<file path="config.mk">
export PLATFORM = sky130hd
export DESIGN_NAME = pe_stream_feeder
export DESIGN_NICKNAME = d
export VERILOG_FILES = /design/src/rtl/pe_feed_pkg.sv /design/src/rtl/pe_act_fifo.sv /design/src/rtl/pe_stream_feeder.sv
export SDC_FILE = /design/constraint.sdc
export NUM_CORES = 2
export LEC_CHECK = 0
export CAP_MARGIN = 20
export CORE_MARGIN = 2
export CORE_UTILIZATION = 55
export CTS_CLUSTER_SIZE = 30
export DETAILED_ROUTE_END_ITERATION = 7
export DONT_BUFFER_PORTS = 1
export HOLD_SLACK_MARGIN = 0.05
export PLACE_DENSITY = 0.73
export SLEW_MARGIN = 20
export SYNTH_ARGS = -nofsm -noshare
export SYNTH_HDL_FRONTEND = slang
export SYNTH_SLANG_ARGS = --single-unit
</file>
<file path="constraint.sdc">
create_clock -name clk_in -period 56.3 [get_ports clk_in]
set_input_delay 8.445 -clock clk_in [delete_from_list [all_inputs] [get_ports clk_in]]
set_output_delay 8.445 -clock clk_in [all_outputs]
set_load 0.005 [all_outputs]
</file>
<file path="src/rtl/pe_feed_pkg.sv">
// Shared constants and slot helpers for the PE-array input stream feeder.
// Frame layout: W_SLOTS weight slots followed by ROW_LENGTH activation slots.
package pe_feed_pkg;

  localparam int DATA_W     = 27;
  localparam int ROW_LENGTH = 7;
  localparam int O_CH       = 9;
  localparam int FIFO_DEPTH = 16;

  localparam int W_SLOTS   = O_CH * ROW_LENGTH;
  localparam int ACT_BASE  = W_SLOTS;
  localparam int FRAME_LEN = W_SLOTS + ROW_LENGTH;
  localparam int SLOT_W    = $clog2(FRAME_LEN);
  localparam int ADDR_W    = 6;
  localparam int CNT_W     = $clog2(FIFO_DEPTH) + 1;

  typedef logic [SLOT_W-1:0] slot_t;

  typedef enum logic {
    SLOT_WEIGHT = 1'b0,
    SLOT_ACT    = 1'b1
  } slot_kind_e;

  function automatic slot_kind_e slot_kind(input slot_t s);
    return (s >= SLOT_W'(ACT_BASE)) ? SLOT_ACT : SLOT_WEIGHT;
  endfunction

  function automatic slot_t next_slot(input slot_t s);
    return (s == SLOT_W'(FRAME_LEN - 1)) ? '0 : s + 1'b1;
  endfunction

endpackage

</file>
<file path="src/rtl/pe_act_fifo.sv">
// Synchronous activation FIFO with occupancy count; power-of-two depth.
// Pointers and count reset asynchronously, storage is left unreset.
module pe_act_fifo #(
  parameter int DATA_W = 27,
  parameter int DEPTH  = 16
) (
  input  logic                       clk,
  input  logic                       rst,
  input  logic                       push,
  input  logic                       pop,
  input  logic [DATA_W-1:0]          wdata,
  output logic [DATA_W-1:0]          rdata,
  output logic                       full,
  output logic                       empty,
  output logic [$clog2(DEPTH):0]     count
);

  localparam int PTR_W = $clog2(DEPTH);

  logic [DATA_W-1:0] mem [DEPTH];
  logic [PTR_W-1:0]  wr_ptr;
  logic [PTR_W-1:0]  rd_ptr;
  logic [PTR_W:0]    cnt;
  logic              do_push;
  logic              do_pop;

  assign full    = (cnt == (PTR_W+1)'(DEPTH));
  assign empty   = (cnt == '0);
  assign count   = cnt;
  assign rdata   = mem[rd_ptr];
  // A full FIFO refuses the push even when a pop frees a slot in the same cycle.
  assign do_push = push && !full;
  assign do_pop  = pop && !empty;

  always_ff @(posedge clk or posedge rst) begin
    if (rst) begin
      wr_ptr <= '0;
      rd_ptr <= '0;
      cnt    <= '0;
    end else begin
      if (do_push) wr_ptr <= wr_ptr + 1'b1;
      if (do_pop)  rd_ptr <= rd_ptr + 1'b1;
      cnt <= cnt + {{PTR_W{1'b0}}, do_push} - {{PTR_W{1'b0}}, do_pop};
    end
  end

  always_ff @(posedge clk) begin
    if (do_push) mem[wr_ptr] <= wdata;
  end

endmodule

</file>
<file path="src/rtl/pe_stream_feeder.sv">
// Transmit side of the PE-array stream: weight slots then activation slots, one word per cycle.
// Optional macro WEIGHT_DBUF_EN adds a shadow weight bank swapped in at frame boundaries.
module pe_stream_feeder
  import pe_feed_pkg::*;
(
  input  logic              clk_in,
  input  logic              rst_in,
  input  logic              w_we,
  input  logic [ADDR_W-1:0] w_addr,
  input  logic [DATA_W-1:0] w_data,
  input  logic              w_commit,
  input  logic              act_valid,
  output logic              act_ready,
  input  logic [DATA_W-1:0] act_data,
  output logic [DATA_W-1:0] data_out,
  output logic [SLOT_W-1:0] slot_cnt,
  output logic              frame_start,
  output logic              frame_valid,
  output logic              underflow,
  output logic              commit_done
);

  logic [DATA_W-1:0] live [W_SLOTS];
  logic              frame_ok;
  logic [DATA_W-1:0] fifo_head;
  logic              fifo_full;
  logic              fifo_empty;
  logic [CNT_W-1:0]  fifo_count;
  logic              in_act;
  logic              wrap;
  logic              w_hit;
  logic              pop;

  assign wrap   = (slot_cnt == SLOT_W'(FRAME_LEN - 1));
  assign in_act = (slot_kind(slot_cnt) == SLOT_ACT);
  assign w_hit  = w_we && (w_addr < ADDR_W'(W_SLOTS));
  assign pop    = frame_ok && in_act && !fifo_empty;

  always_ff @(posedge clk_in or posedge rst_in) begin
    if (rst_in) slot_cnt <= '0;
    else        slot_cnt <= next_slot(slot_cnt);
  end

  // Decide one slot ahead whether the coming activation slots can all be served.
  always_ff @(posedge clk_in or posedge rst_in) begin
    if (rst_in) begin
      frame_ok <= 1'b0;
    end else if (slot_cnt == SLOT_W'(ACT_BASE - 1)) begin
      frame_ok <= (fifo_count >= CNT_W'(ROW_LENGTH));
    end
  end

`ifdef WEIGHT_DBUF_EN
  logic [DATA_W-1:0] shadow [W_SLOTS];
  logic              pending;
  logic              swap;

  // A commit seen in the last slot still lands on the wrap edge.
  assign swap = wrap && (pending || w_commit);

  always_ff @(posedge clk_in or posedge rst_in) begin
    if (rst_in) begin
      for (int i = 0; i < W_SLOTS; i++) begin
        shadow[i] <= '0;
        live[i]   <= '0;
      end
      pending     <= 1'b0;
      commit_done <= 1'b0;
    end else begin
      if (w_hit) shadow[w_addr] <= w_data;
      if (swap) begin
        for (int i = 0; i < W_SLOTS; i++) live[i] <= shadow[i];
      end
      pending     <= swap ? 1'b0 : (pending || w_commit);
      commit_done <= swap;
    end
  end
`else
  logic unused_commit;
  assign unused_commit = w_commit;
  assign commit_done   = 1'b0;

  always_ff @(posedge clk_in or posedge rst_in) begin
    if (rst_in) begin
      for (int i = 0; i < W_SLOTS; i++) live[i] <= '0;
    end else if (w_hit) begin
      live[w_addr] <= w_data;
    end
  end
`endif

  pe_act_fifo #(
    .DATA_W (DATA_W),
    .DEPTH  (FIFO_DEPTH)
  ) u_fifo (
    .clk   (clk_in),
    .rst   (rst_in),
    .push  (act_valid),
    .pop   (pop),
    .wdata (act_data),
    .rdata (fifo_head),
    .full  (fifo_full),
    .empty (fifo_empty),
    .count (fifo_count)
  );

  always_comb begin
    data_out = '0;
    if (!in_act)       data_out = live[slot_cnt[ADDR_W-1:0]];
    else if (frame_ok) data_out = fifo_head;
  end

  assign act_ready   = !fifo_full;
  assign frame_start = (slot_cnt == '0);
  assign frame_valid = frame_ok && in_act;
  assign underflow   = !frame_ok && (slot_cnt == SLOT_W'(ACT_BASE));

endmodule

</file>
==> flow_metrics.py <==
metrics = {
    "timing": {
        "slew_headroom": 0.193,
        "post-route-min-period_ns": 14.98,
        "worst_pin_slew_ns": 1.20,
        "finClkSkew_ns": 0.0425,
        "timing.hold.ws_ns": 0.486,
        "rsz0062_at_grt": "false",
        "fin_ws_ns": 41.32,
        "drv_slew": 0,
        "fin_crit_sh": 0.266,
        "finalSetupViolCount": 0,
        "hold_viol": 0,
        "fin_setup_tns_ns": 0,
        "max_freq_mhz": 66.7,
    },
    "synth": {
        "synth_fp_nets": 5756,
        "synth.most_common_cell": "dfrtp_1",
        "synth_common_cells": "1,722 x dfrtp_1, 1,719 x mux2_2, 527 x mux4_2, 432 x edfxtp_1, 302 x clkbuf_1",
        "syn_area_um2": 95000,
        "yosysTopAreaCellShare": 0.453,
        "synth_top_cell_by_area": "dfrtp_1",
        "yosys_warnings": 0,
        "yosysSeqAreaShare": 0.590,
        "async_reset_ff_frac": 0.799,
        "synthFlopType": "dfrtp_1",
        "synth_cell_type_count": 67,
        "synth_edf_count": 432,
        "syn_avg_cell_area_um2": 16.8,
        "syn-instance-count": 5673,
        "ys_seq_elements": 2154,
        "netlist_top_cells_area": "dfrtp_1 45%, mux2_2 20%, edfxtp_1 14%",
    },
    "layout": {
        "syn2layout_area_growth_pct": 9.65,
        "fin_util": 0.607,
        "fin_nets": 5567,
        "drive_gt1_frac": 0.496,
        "num-fill-cells": 12300,
        "stdcell_area_um2": 104000,
    },
    "floorplanning": {
        "start_util": 0.553,
        "dieArea_um2": 176000,
        "io_pins": 104,
        "die_x_um": 420,
        "core_area_um2": 172000,
        "die_height_um": 420,
        "placementRows": 152,
    },
    "clock_tree": {
        "post-cts-setup-buffers": 0,
        "ctsResizeCount": 0,
        "cts_inserted_buffers": 211,
        "cts_root_buffer": "clkbuf_16",
        "htree_levels": 4,
        "cts_max_path_buffers": 3,
        "clkTransAtPathRegs_ns": 0.06,
        "cts_sinks": 2154,
        "ctsHoldBuffers": 0,
        "cts_tree": "yes",
        "clk_latency_ns": 0.86,
    },
    "global_route": {
        "grt_overflow": 0,
        "grt_usage": 0.278,
        "grt_pass1_vias": 54200,
        "grt_max_degree": 169,
        "antenna_found_initial": 9,
        "grt_pass1_wl_um": 359000,
    },
    "detailed_routing": {
        "drc_errors": 0,
        "ant_nets": 0,
        "routedWlPerCell_um": 30.1,
        "drt_first_pass_iters": 5,
        "wirelength_um": 240000,
        "first_iter_violations": 4375,
        "vias": 51200,
        "vias_per_cell": 6.42,
    },
    "pwr": {
        "leakagePower_nw": 46.2,
        "power_density_nw_per_um2": 35.3,
        "irDropWorstVdd_uv": 34.8,
    },
    "placement": {
        "place_congestion": 0.811,
        "dpl-instance-area_um2": 96900,
        "hpwl_um": 133000,
        "post-place-ws_ns": 42.12,
        "io_buffers": 0,
    },
    "setup_path": {
        "cp-start-kind": "flip-flop",
        "cp.required_ns": 47.85,
        "endpoint_kind": "output pin",
        "arrival_ns": 6.54,
        "worstPathMaxFanout": 87,
        "worstSetupPathType": "flip-flop to output pin",
    },
    "run_status": {
        "status": "finished clean",
    },
    "min_path": {
        "hp-class": "flip-flop to flip-flop",
    },
    "run": {
        "maxCapViolCount": 0,
    },
}
layout by cell type (no fill, tap or decap), types with 35 or more instances in the layout:
cell | synthesis | layout
dfrtp_1 | 1722 | 1715
mux2i_1 | 175 | 175
nand2_1 | 100 | 67
edfxtp_1 | 432 | 432
o22ai_1 | 60 | 60
mux4_2 | 527 | 527
clkbuf_1 | 302 | 51
nand2_2 | 7 | 35
mux2_2 | 1719 | 1719
nor2_1 | 58 | 46
clkbuf_16 | 0 | 214
clkbuf_8 | 0 | 46
buf_4 | 39 | 108
routing by layer:
metal / part of all wire / global-route usage / wire length (um) / up-vias
met3: 0.060 / 0.0507 / 14400 / 451
met2: 0.50 / 0.460 / 119000 / 1533
li1: - / - / - / 21200
met5: 0.00018 / 0 / 44 / -
met4: 0.032 / 0.0897 / 7730 / 6
met1: 0.41 / 0.375 / 98300 / 28100
final timing paths:
| path | from | endpoint | slack, ns | depth (start not counted) |
|---|---|---|---|---|
| worst max-delay path | slot_cnt[0] | data_out[15] | 41.32 | 9 |
| worst min-delay path | live[625] | live[625] | 0.49 | 1 |
| worst max register to register | slot_cnt[1] | u_fifo.count[4] | 52.00 | 14 |
| worst min register to register | live[625] | live[625] | 0.49 | 1 |
| max in group asynchronous | rst_in | live[1588] | 44.24 | 6 |
| min in group asynchronous | rst_in | live[162] | 7.55 | 1 |
flip-flops by register name (all words and copies together) (netlist names):
register and cells:
live 1701, frame_ok 1, slot_cnt 7, u_fifo.wr_ptr 4, u_fifo.count 5, u_fifo.mem 432, u_fifo.rd_ptr 4
final cells by class:
type | instances | area [um^2] | share of cell area
sequential | 2154 | 56100 | 0.538
multi-input combinational | 2973 | 36800 | 0.353
clock buffer | 311 | 6180 | 0.0593
tap | 2310 | 2890 | 0.0277
timing repair buffer | 127 | 1200 | 0.0115
clock inverter | 78 | 935 | 0.00897
inverter | 17 | 75.1 | 0.000720
antenna | 3 | 7.51 | 0.0000720
critical path, stage by stage, from the launching register on:
cell,delay (ns)
dfrtp_4,0.85
buf_12,0.59
buf_4,0.81
buf_4,0.76
buf_4,0.83
mux4_2,0.62
mux2i_1,0.19
o22ai_1,0.10
o21ai_0,0.51
nand2_1,0.28
cell families after synthesis:
group | after synthesis | share of synthesized area
AO/OA/AOI/OAI | 236 | 0.0180
flip-flops | 2154 | 0.590
other | 1 | 0.0000395
buffers and inverters | 546 | 0.0263
multiplexers | 2432 | 0.348
AND/OR/NAND/NOR | 272 | 0.0138
adder cells (fa/ha/maj) | 18 | 0.00245
XOR/XNOR | 14 | 0.00129
report_power, final:
group / leakage [nW] / switching [mW] / internal, mW / total [mW]
Sequential: 26.8 / 0.0888 / 1.79 / 1.88
Clock: 3.47 / 0.615 / 0.829 / 1.44
Combinational: 16.0 / 0.147 / 0.212 / 0.360
Total: 46.2 / 0.852 / 2.83 / 3.68
through the flow:
stage	power (mW)	std cells
floorplan	2.18	5673
global placement	2.23	7571
detailed placement	2.26	7575
CTS	3.70	7964
global route	3.82	7970
finish	3.68	7973
(Power assumes the default switching activity.)
